<file path="src/rtl/adc_capture_pkg.sv">
// Shared definitions for the ADC result capture block: capture FSM states and
// the width of the ADC configuration words.
package adc_capture_pkg;

  localparam int CFG_W = 10;

  typedef enum logic [1:0] {
    IDLE   = 2'd0,
    SETTLE = 2'd1,
    RUN    = 2'd2
  } state_t;

endpackage

</file>
<file path="src/rtl/adc_capture_fifo.sv">
// Synchronous first-word-fall-through FIFO for captured ADC results.
// A push into a full FIFO is taken only when a pop frees a slot in the same cycle.
// A pop on an empty FIFO is ignored. data reads as zero while empty.
module adc_capture_fifo #(
  parameter int DATA_W     = 10,
  parameter int FIFO_DEPTH = 8
) (
  input  logic                          clk,
  input  logic                          rst,
  input  logic                          push,
  input  logic [DATA_W-1:0]             push_data,
  input  logic                          pop,
  output logic [DATA_W-1:0]             data,
  output logic                          full,
  output logic                          empty,
  output logic [$clog2(FIFO_DEPTH):0]   level
);

  localparam int AW = $clog2(FIFO_DEPTH);

  logic [DATA_W-1:0] mem [FIFO_DEPTH];
  logic [AW:0]       wr_ptr;
  logic [AW:0]       rd_ptr;
  logic              do_push;
  logic              do_pop;

  // Pointers carry one extra wrap bit so full and empty can be told apart.
  assign empty   = (wr_ptr == rd_ptr);
  assign full    = (wr_ptr[AW] != rd_ptr[AW]) && (wr_ptr[AW-1:0] == rd_ptr[AW-1:0]);
  assign do_pop  = pop & ~empty;
  assign do_push = push & (~full | do_pop);
  assign data    = empty ? '0 : mem[rd_ptr[AW-1:0]];
  assign level   = wr_ptr - rd_ptr;

  // Pointer update; occupancy follows one cycle after push/pop.
  always_ff @(posedge clk or posedge rst) begin
    if (rst) begin
      wr_ptr <= '0;
      rd_ptr <= '0;
    end else begin
      if (do_push) wr_ptr <= wr_ptr + 1'b1;
      if (do_pop)  rd_ptr <= rd_ptr + 1'b1;
    end
  end

  // Storage write; contents are don't-care until a pointer covers them.
  always_ff @(posedge clk) begin
    if (do_push) mem[wr_ptr[AW-1:0]] <= push_data;
  end

endmodule

</file>
<file path="src/rtl/adc_result_capture.sv">
// Host-side capture of SAR-ADC results. Drives the ADC reset and config words,
// synchronises the ADC's conversion-finished strobe into clk, samples the result
// on its rising edge and buffers it in a FWFT FIFO behind a valid/ready stream.
// Supports continuous capture (burst_len 0) and fixed-length bursts.
// Optional feature macro: ADC_CAPTURE_STATS_EN adds saturating sample/drop counters.
module adc_result_capture
  import adc_capture_pkg::*;
#(
  parameter int DATA_W        = 10,
  parameter int FIFO_DEPTH    = 8,
  parameter int SYNC_STAGES   = 2,
  parameter int SETTLE_CYCLES = 4,
  parameter int CNT_W         = 16
) (
  input  logic                          clk,
  input  logic                          rst,
  input  logic                          start_in,
  input  logic                          stop_in,
  input  logic [CNT_W-1:0]              burst_len_in,
  input  logic [CFG_W-1:0]              cfg_1_in,
  input  logic [CFG_W-1:0]              cfg_2_in,
  output logic                          adc_rst_n_out,
  output logic [CFG_W-1:0]              adc_config_1_out,
  output logic [CFG_W-1:0]              adc_config_2_out,
  input  logic [DATA_W-1:0]             adc_result_in,
  input  logic                          adc_conv_finished_in,
  output logic [DATA_W-1:0]             data_out,
  output logic                          valid_out,
  input  logic                          ready_in,
  output logic                          busy_out,
  output logic                          overflow_out,
  output logic [$clog2(FIFO_DEPTH):0]   level_out
`ifdef ADC_CAPTURE_STATS_EN
  ,
  output logic [CNT_W-1:0]              sample_cnt_out,
  output logic [CNT_W-1:0]              drop_cnt_out
`endif
);

  localparam int SET_W = (SETTLE_CYCLES > 1) ? $clog2(SETTLE_CYCLES) : 1;

  state_t                  state;
  logic [SET_W-1:0]        settle_cnt;
  logic [CNT_W-1:0]        burst_cnt;
  logic [CNT_W-1:0]        burst_len_q;

  logic [SYNC_STAGES-1:0]  sync_q;
  logic                    sync_last;
  logic                    strobe_rise;
  logic                    capture;
  logic                    start_ok;
  logic                    last_of_burst;

  logic                    cap_vld;
  logic [DATA_W-1:0]       result_q;
  logic                    fifo_full;
  logic                    fifo_empty;
  logic                    drop;

  // A start is honoured only from IDLE and only when no stop arrives with it.
  assign start_ok      = (state == IDLE) && start_in && !stop_in;
  assign strobe_rise   = sync_q[SYNC_STAGES-1] & ~sync_last;
  assign capture       = strobe_rise && (state == RUN);
  assign last_of_burst = (burst_len_q != '0) && (burst_cnt + CNT_W'(1) == burst_len_q);
  assign busy_out      = (state != IDLE);
  assign valid_out     = ~fifo_empty;
  // Full FIFO implies valid_out, so ready_in alone tells whether a slot frees up.
  assign drop          = cap_vld & fifo_full & ~ready_in;

  // Strobe synchroniser plus one extra flop for rising-edge detection.
  always_ff @(posedge clk or posedge rst) begin
    if (rst) begin
      sync_q    <= '0;
      sync_last <= 1'b0;
    end else begin
      sync_q    <= {sync_q[SYNC_STAGES-2:0], adc_conv_finished_in};
      sync_last <= sync_q[SYNC_STAGES-1];
    end
  end

  // Result sampling: the bus is stable by the time the synchronised edge arrives;
  // the registered sample is pushed into the FIFO on the following cycle.
  always_ff @(posedge clk or posedge rst) begin
    if (rst) begin
      cap_vld  <= 1'b0;
      result_q <= '0;
    end else begin
      cap_vld <= capture;
      if (capture) result_q <= adc_result_in;
    end
  end

  // Capture FSM with registered ADC reset, config words and burst counter.
  always_ff @(posedge clk or posedge rst) begin
    if (rst) begin
      state            <= IDLE;
      adc_rst_n_out    <= 1'b0;
      adc_config_1_out <= '0;
      adc_config_2_out <= '0;
      settle_cnt       <= '0;
      burst_cnt        <= '0;
      burst_len_q      <= '0;
    end else begin
      case (state)
        IDLE: begin
          if (start_ok) begin
            state            <= SETTLE;
            adc_rst_n_out    <= 1'b1;
            adc_config_1_out <= cfg_1_in;
            adc_config_2_out <= cfg_2_in;
            settle_cnt       <= '0;
            burst_cnt        <= '0;
            burst_len_q      <= burst_len_in;
          end
        end
        SETTLE: begin
          if (stop_in) begin
            state         <= IDLE;
            adc_rst_n_out <= 1'b0;
          end else if (settle_cnt == SET_W'(SETTLE_CYCLES - 1)) begin
            state <= RUN;
          end else begin
            settle_cnt <= settle_cnt + 1'b1;
          end
        end
        RUN: begin
          // A capture coinciding with stop is still counted and buffered.
          if (capture) burst_cnt <= burst_cnt + CNT_W'(1);
          if (stop_in || (capture && last_of_burst)) begin
            state         <= IDLE;
            adc_rst_n_out <= 1'b0;
          end
        end
        default: begin
          state         <= IDLE;
          adc_rst_n_out <= 1'b0;
        end
      endcase
    end
  end

  // Sticky overflow: set when a sample is lost, cleared by an accepted start.
  always_ff @(posedge clk or posedge rst) begin
    if (rst)           overflow_out <= 1'b0;
    else if (drop)     overflow_out <= 1'b1;
    else if (start_ok) overflow_out <= 1'b0;
  end

`ifdef ADC_CAPTURE_STATS_EN
  // Saturating capture and drop counters, restarted with each run.
  always_ff @(posedge clk or posedge rst) begin
    if (rst) begin
      sample_cnt_out <= '0;
      drop_cnt_out   <= '0;
    end else if (start_ok) begin
      sample_cnt_out <= '0;
      drop_cnt_out   <= '0;
    end else begin
      if (capture && (sample_cnt_out != '1)) sample_cnt_out <= sample_cnt_out + CNT_W'(1);
      if (drop && (drop_cnt_out != '1))      drop_cnt_out   <= drop_cnt_out + CNT_W'(1);
    end
  end
`endif

  adc_capture_fifo #(
    .DATA_W     (DATA_W),
    .FIFO_DEPTH (FIFO_DEPTH)
  ) u_fifo (
    .clk       (clk),
    .rst       (rst),
    .push      (cap_vld),
    .push_data (result_q),
    .pop       (ready_in),
    .data      (data_out),
    .full      (fifo_full),
    .empty     (fifo_empty),
    .level     (level_out)
  );

endmodule

</file>
<file path="config.mk">
export PLATFORM = sky130hd
export DESIGN_NAME = adc_result_capture
export DESIGN_NICKNAME = d
export VERILOG_FILES = /design/src/rtl/adc_capture_pkg.sv /design/src/rtl/adc_capture_fifo.sv /design/src/rtl/adc_result_capture.sv
export SDC_FILE = /design/constraint.sdc
export NUM_CORES = 1
export LEC_CHECK = 0
export CAP_MARGIN = 20
export CORE_MARGIN = 2
export CORE_UTILIZATION = 55
export DETAILED_ROUTE_END_ITERATION = 12
export GPL_ROUTABILITY_DRIVEN = 0
export PLACE_DENSITY_LB_ADDON = 0.25
export SLEW_MARGIN = 5
export SYNTH_ARGS = -nofsm -noshare
export SYNTH_HDL_FRONTEND = slang
export SYNTH_SLANG_ARGS = --single-unit
</file>
<file path="constraint.sdc">
create_clock -name clk -period 3.79 [get_ports clk]
set_input_delay 0.379 -clock clk [delete_from_list [all_inputs] [get_ports clk]]
set_output_delay 0.379 -clock clk [all_outputs]
set_load 0.02 [all_outputs]
</file>
==> metrics.cfg, run 1 <==
[synth]
yosysSeqAreaShare_pct=63.69
syn-num-nets=562
ys_seq_elements=160
synth_cells=502
async_flop_share_pct=50.00
synth.avg_cell_area_sq_um=13.78
synthDistinctLibCells=46
synth_ff_type=edfxtp_1
synth-edff-count=80
syn_area_sq_mm=0.006915
yosysWarnings=0

[detailed_routing]
drt_iter0_markers=295
detail-route-antenna-nets=0
drc=0
routed_wl_um=14680
drt-pass1-iter-count=4
via_per_inst=5.560
vias=4331
wl_per_cell_um=18.84

[finish]
stdcell_count=779
finalNetCount=658
diodes=0
multi_input_area_sq_mm=0.002357
final_layout_size_suffix_gt1_share_pct=17.68
fillers=869
final-seq-area_sq_mm=0.004404
fin_util_pct=70.65
syn2layout_area_growth_pct=24.24

[timing]
timing.clock.skew_ns=0.009941
min_period_over_period_pct=91.17
setup_viol=0
tns_ns=0
rsz0062_at_grt=no
whs_ns=0.3520
final_hold_viol_count=0
fin_crit_ns=3.455
drv_slew=0
worst_pin_slew_ns=0.9059
clock.fmax_mhz=289.4
max-slew-margin-rel_pct=39.39

[worst_setup_path]
worstSetupEndpointType=output port
r2r_cells=7
critical_path_peak_fanout=13
crit_arrival_ns=3.08
critPathLaunchType=register
critPathKind=register to output port
required_ns=3.41

[die]
std_cell_rows=40
start_util_pct=56.86
fp.dieH_um=116.1
dieArea_sq_mm=0.01349
io_pins=90
die_w_um=116.1
core-area_sq_mm=0.01216

[clock_tree]
clockBufferDepth=2
cts_tree=yes
cts_hold_buf=0
post_cts_buffers=0
htree_levels=4
cts.sinks=160
clk_latency_ns=0.43
post_cts_resized=0
cts-root-buf=clkbuf_16
cts_made_buffers=17
path_clk_slew_ns=0.06

[power_and_ir_drop]
powerDensity_mw_per_mm2=635.1
total_leakage_power_nw=3.203
ir_drop_v=0.0003821

[job]
drv_cap=0

[placement]
place_hpwl_um=9904
place_inst=747
port_buffers=89

[hold_path]
hold_depth=0
min_path_type=register to register

[global_routing]
grt_pass1_vias=4499
antenna_found_initial=0
grt_max_degree=46
grt_pass1_wl_um=23540
overflow=0
grt_use_total_pct=23.93

[run_status]
status=finished, final reports clean

-- kinds of logic after synthesis --
kind of cell    count (synthesis)  synth area share (%)
flops                         160                 63.69
fa+ha+maj                       8                 1.556
buf+inv                        36                 2.370
mux                            57                 12.54
simple gates                  145                 10.06
compound gates                 58                 4.976
xor+xnor                       38                 4.813
-- stage by stage --
step / area, sq um / power, mW / setup slack (ns)
finish: 8592 / 5.457 / 0.3348
global route: 8592 / 5.713 / 0.1448
CTS: 8589 / 5.509 / 0.05056
detailed placement: 7993 / 3.784 / 0.5815
global placement: 7993 / 3.742 / 0.7108
floorplan: 6915 / 3.155 / 0.9004
-- cell usage in the layout, fill, tap and decap left out, types with 3 or more instances in the layout --
cell	Yosys	routed
edfxtp_1	80	80
nor4_1	8	8
inv_1	12	11
xor2_1	15	15
clkinvlp_4	0	4
clkbuf_16	0	17
mux4_2	20	20
a21oi_1	16	16
clkbuf_1	11	3
clkdlybuf4s50_1	0	89
ha_1	7	7
nand2_1	73	73
o21ai_0	23	23
bufinv_16	0	3
o31ai_1	6	6
mux2_2	37	37
dfrtp_1	80	80
nand4_1	5	5
nand3_1	11	11
nor2_1	25	24
nor3_1	5	5
buf_4	1	11
nand2b_1	3	3
xnor2_1	23	23
-- state kept, by name (all words and copies together), names as in the netlist, 2 cells and up --
name and cells:
sync_q 2, u_fifo.wr_ptr 4, settle_cnt 2, result_q 10
burst_cnt 16, adc_config_2_out 10, u_fifo.mem 80, adc_config_1_out 10
u_fifo.rd_ptr 4, state 2, burst_len_q 16
-- synth_stat cells (2+ instances only) --
| cell type | instances | area [sq um] |
|---|---|---|
| a21o_1 | 2 | 15.01 |
| a21oi_1 | 16 | 80.08 |
| a22o_1 | 2 | 17.52 |
| buf_2 | 7 | 35.03 |
| buf_6 | 2 | 22.52 |
| clkbuf_1 | 11 | 41.29 |
| dfrtp_1 | 80 | 2002 |
| edfxtp_1 | 80 | 2402 |
| ha_1 | 7 | 87.58 |
| inv_1 | 12 | 45.04 |
| mux2_2 | 37 | 416.7 |
| mux4_2 | 20 | 450.4 |
| nand2_1 | 73 | 274.0 |
| nand2b_1 | 3 | 18.77 |
| nand3_1 | 11 | 55.05 |
| nand3_2 | 2 | 20.02 |
| nand4_1 | 5 | 31.28 |
| nand4b_1 | 2 | 17.52 |
| nor2_1 | 25 | 93.84 |
| nor2b_1 | 3 | 18.77 |
| nor3_1 | 5 | 25.02 |
| nor3_2 | 2 | 20.02 |
| nor4_1 | 8 | 50.05 |
| o21ai_0 | 23 | 115.1 |
| o22ai_1 | 2 | 12.51 |
| o31ai_1 | 6 | 45.04 |
| xnor2_1 | 23 | 201.4 |
| xor2_1 | 15 | 131.4 |
-- worst max-delay path: stages (launching register included) --
cell and delay, ns:
dfrtp_1 0.58, inv_1 0.31, ha_1 0.44, nand3_1 0.15, nor2b_2 0.45, inv_1 0.15, clkdlybuf4s50_1 0.57
-- where the power goes --
group | switching [mW] | total [mW] | leakage [nW] | internal [mW]
clock | 0.668 | 1.71 | 0.277 | 1.04
combinational | 0.757 | 1.55 | 1.27 | 0.798
sequential | 0.185 | 2.20 | 1.65 | 2.01
-- cell type report --
class | instances | share of cell area, %
sequential | 160 | 51.26
tap | 168 | 2.446
inverter | 13 | 0.5825
clock inverter | 12 | 1.864
timing repair buffer | 100 | 11.33
multi-input combinational | 306 | 27.44
clock buffer | 20 | 5.082
-- worst paths after layout --
path | startpoint | end | slack [ns]
max in group asynchronous | rst | burst_cnt[6] | 2.62
min in group asynchronous | rst | u_fifo.rd_ptr[0] | 0.40
min | sync_q[0] | sync_q[1] | 0.35
max | u_fifo.rd_ptr[2] | valid_out | 0.33
max reg2reg | u_fifo.rd_ptr[2] | u_fifo.mem[3][3] | 0.55
min reg2reg | sync_q[0] | sync_q[1] | 0.35
-- metal layers --
layer,routed length (um),global-route usage [%]
met5,0,0
met4,252,9.524
met3,869,6.124
met2,7653,40.58
met1,5900,29.79
No activity file was read; power rests on OpenSTA's default activity.
==> inputs of run 2 (changes only) <==
--- a/config.mk
+++ b/config.mk
@@ -5,9 +5,11 @@
 export SDC_FILE = /design/constraint.sdc
 export NUM_CORES = 1
 export LEC_CHECK = 0
+export ABC_AREA = 1
 export CAP_MARGIN = 20
 export CORE_MARGIN = 2
 export CORE_UTILIZATION = 55
+export CTS_CLUSTER_DIAMETER = 60
 export DETAILED_ROUTE_END_ITERATION = 12
 export GPL_ROUTABILITY_DRIVEN = 0
 export PLACE_DENSITY_LB_ADDON = 0.25
==> metrics.cfg, run 2 <==
[run_status]
status=finished, final reports clean

[worst_setup_path]
required_ns=3.41
crit_arrival_ns=3.09
worstSetupEndpointType=output port
cp_top_family=buffers and inverters
cpMaxStageDelayCell=dfrtp_1
critPathBufInv=3
slowest_delay_ns=0.79
critPathKind=register to output port
critical_path_peak_fanout=24
crit_top_cell=inv_1
cp_cell_sequence=inv_1 -> ha_1 -> nand3_1 -> nor2_1 -> inv_1 -> o21ai_0 -> a31oi_1 -> clkdlybuf4s50_1
critPathLaunchType=register

[timing]
fin_crit_ns=3.466
clock.fmax_mhz=288.5
worst_pin_slew_ns=0.9553
whs_ns=0.3527
drv_slew=0
setup_viol=0
tns_ns=0
timing.clock.skew_ns=0.008684
max-slew-margin-rel_pct=36.08
min_period_over_period_pct=91.45
final_hold_viol_count=0
worst_slack_ns=0.3240
rsz0062_at_grt=no

[placement]
place_inst=987
port_buffers=89
pre_cts_slack_ns=0.7866
place_hpwl_um=10620

[finish]
final_layout_size_suffix_gt1_share_pct=6.494
stdcell_count=1019
largest_register_ff_count=80
syn2layout_area_growth_pct=23.45
final_common_cell=nand2_1
fillers=937
layout_common_cells=213 x nand2_1, 102 x nor2_1, 89 x clkdlybuf4s50_1
diodes=0
finalNetCount=894

[clock_tree]
post_cts_buffers=0
clk_latency_ns=0.42
htree_levels=4
cts_hold_buf=0
clockBufferDepth=2
post_cts_resized=0
cts-root-buf=clkbuf_16
path_clk_slew_ns=0.06
cts_tree=yes
cts_made_buffers=17
cts.sinks=160

[global_routing]
grt_pass1_vias=5199
grt_max_degree=43
grt_use_total_pct=23.26
overflow=0
grt_pass1_wl_um=24430
antenna_found_initial=0

[synth]
synthDistinctLibCells=32
syn-num-nets=801
synth_cells=741
ys_top_cells_by_count=213 x nand2_1, 102 x nor2_1, 80 x dfrtp_1, 80 x edfxtp_1, 71 x o21ai_0
ys_seq_elements=160
synthXorXnorAreaFrac_pct=1.936
synth.top_cell.area_share_pct=34.10
synth_ff_type=edfxtp_1
synth_top_area_cell=edfxtp_1
synth-edff-count=80
yosysSeqAreaShare_pct=62.52
synth_compound_area_share_pct=8.259
synth.avg_cell_area_sq_um=9.506
synth_top_family_by_area=simple AND/OR/NAND/NOR gates
yosys.cell_count.top_type=nand2_1
synth_area_leaders=edfxtp_1 34%, dfrtp_1 28%, nand2_1 11%, nor2_1 5.4%, o21ai_0 5.0%
synthAdderAreaFrac_pct=1.528
syn_area_sq_mm=0.007044
synthSimpleGateAreaFrac_pct=21.14
yosysWarnings=0
async_flop_share_pct=50.00
synthMuxAreaShare_pct=0

[power_and_ir_drop]
powerDensity_mw_per_mm2=736.6
total_leakage_power_nw=3.643
ir_drop_v=0.0003069

[die]
die_w_um=117.2
core-area_sq_mm=0.01257
io_pins=90
dieArea_sq_mm=0.01373
std_cell_rows=41
fp.dieH_um=117.2
start_util_pct=56.05

[detailed_routing]
detail-route-antenna-nets=0
drt-pass1-iter-count=5
via_per_inst=5.243
wl_per_cell_um=15.05
routed_wl_um=15330
drt_iter0_markers=434
drc=0
vias=5343

[hold_path]
min_path_type=register to register

[job]
drv_cap=0

-- run 2: changes by cell type in the layout (fill, tap and decap cells not counted), moves of 8 or more --
| cell | previous run | this run |
|---|---|---|
| mux2_2 | 37 | 0 |
| nor4_1 | 8 | 0 |
| a21oi_1 | 16 | 1 |
| inv_1 | 11 | 54 |
| o21ai_0 | 23 | 71 |
| nand3_1 | 11 | 33 |
| mux4_2 | 20 | 0 |
| nand2_1 | 73 | 213 |
| nor2_1 | 24 | 102 |
| a31oi_1 | 1 | 10 |
| xnor2_1 | 23 | 4 |
| o22ai_1 | 2 | 20 |
-- run 2: worst paths after layout --
kind	startpoint	to	slack [ns]	cells past startpoint
max	u_fifo.rd_ptr[1]	data_out[3]	0.32	8
min	sync_q[0]	sync_q[1]	0.35	0
max reg2reg	u_fifo.rd_ptr[1]	u_fifo.mem[3][1]	0.82	9
min reg2reg	sync_q[0]	sync_q[1]	0.35	0
max in group asynchronous	rst	u_fifo.wr_ptr[0]	2.66	3
min in group asynchronous	rst	adc_config_2_out[1]	0.37	2
-- run 2: per-layer routing --
layer | track usage [%] | up-vias | wire, um
met1 | 29.32 | 2522 | 6560
met4 | 7.922 | 0 | 239
met3 | 5.046 | 25 | 810
li1 | - | 2630 | -
met2 | 40.11 | 166 | 7724
met5 | 0 | - | 0
-- run 2: stage by stage --
step	total power [mW]	area (sq um)	utilization, %
3_3_place_gp	4.731	8135	64.73
2_1_floorplan	3.847	7044	-
5_1_grt	6.767	8696	69.19
3_5_place_dp	4.804	8135	64.73
4_1_cts	6.442	8696	69.19
6_report	6.405	8696	69.19
-- run 2: final cells by class --
type	count	area, sq um	share of cell area (%)
flip-flops and latches	160	4404	50.65
multi-input cells	496	2315	26.62
repair buffers	101	980.9	11.28
clock buffers	20	436.7	5.022
inverters	58	220.2	2.532
well taps	172	215.2	2.475
clock inverters	12	123.9	1.424
-- run 2: kinds of logic (layout without fill, tap and decap cells) --
family / after synthesis / in the layout
xor gates and xnor gates: 14 / 14
AOI/OAI and AO/OA: 106 / 106
adders and majority gates: 8 / 8
and+or+nand+nor: 368 / 368
DFF: 160 / 160
buffers and inverters: 85 / 191
-- run 2: power by group --
part	internal, mW	total (mW)	switching, mW
Sequential	2.21	2.53	0.321
Combinational	0.971	2.25	1.28
Clock	0.920	1.62	0.704
Total	4.10	6.41	2.31
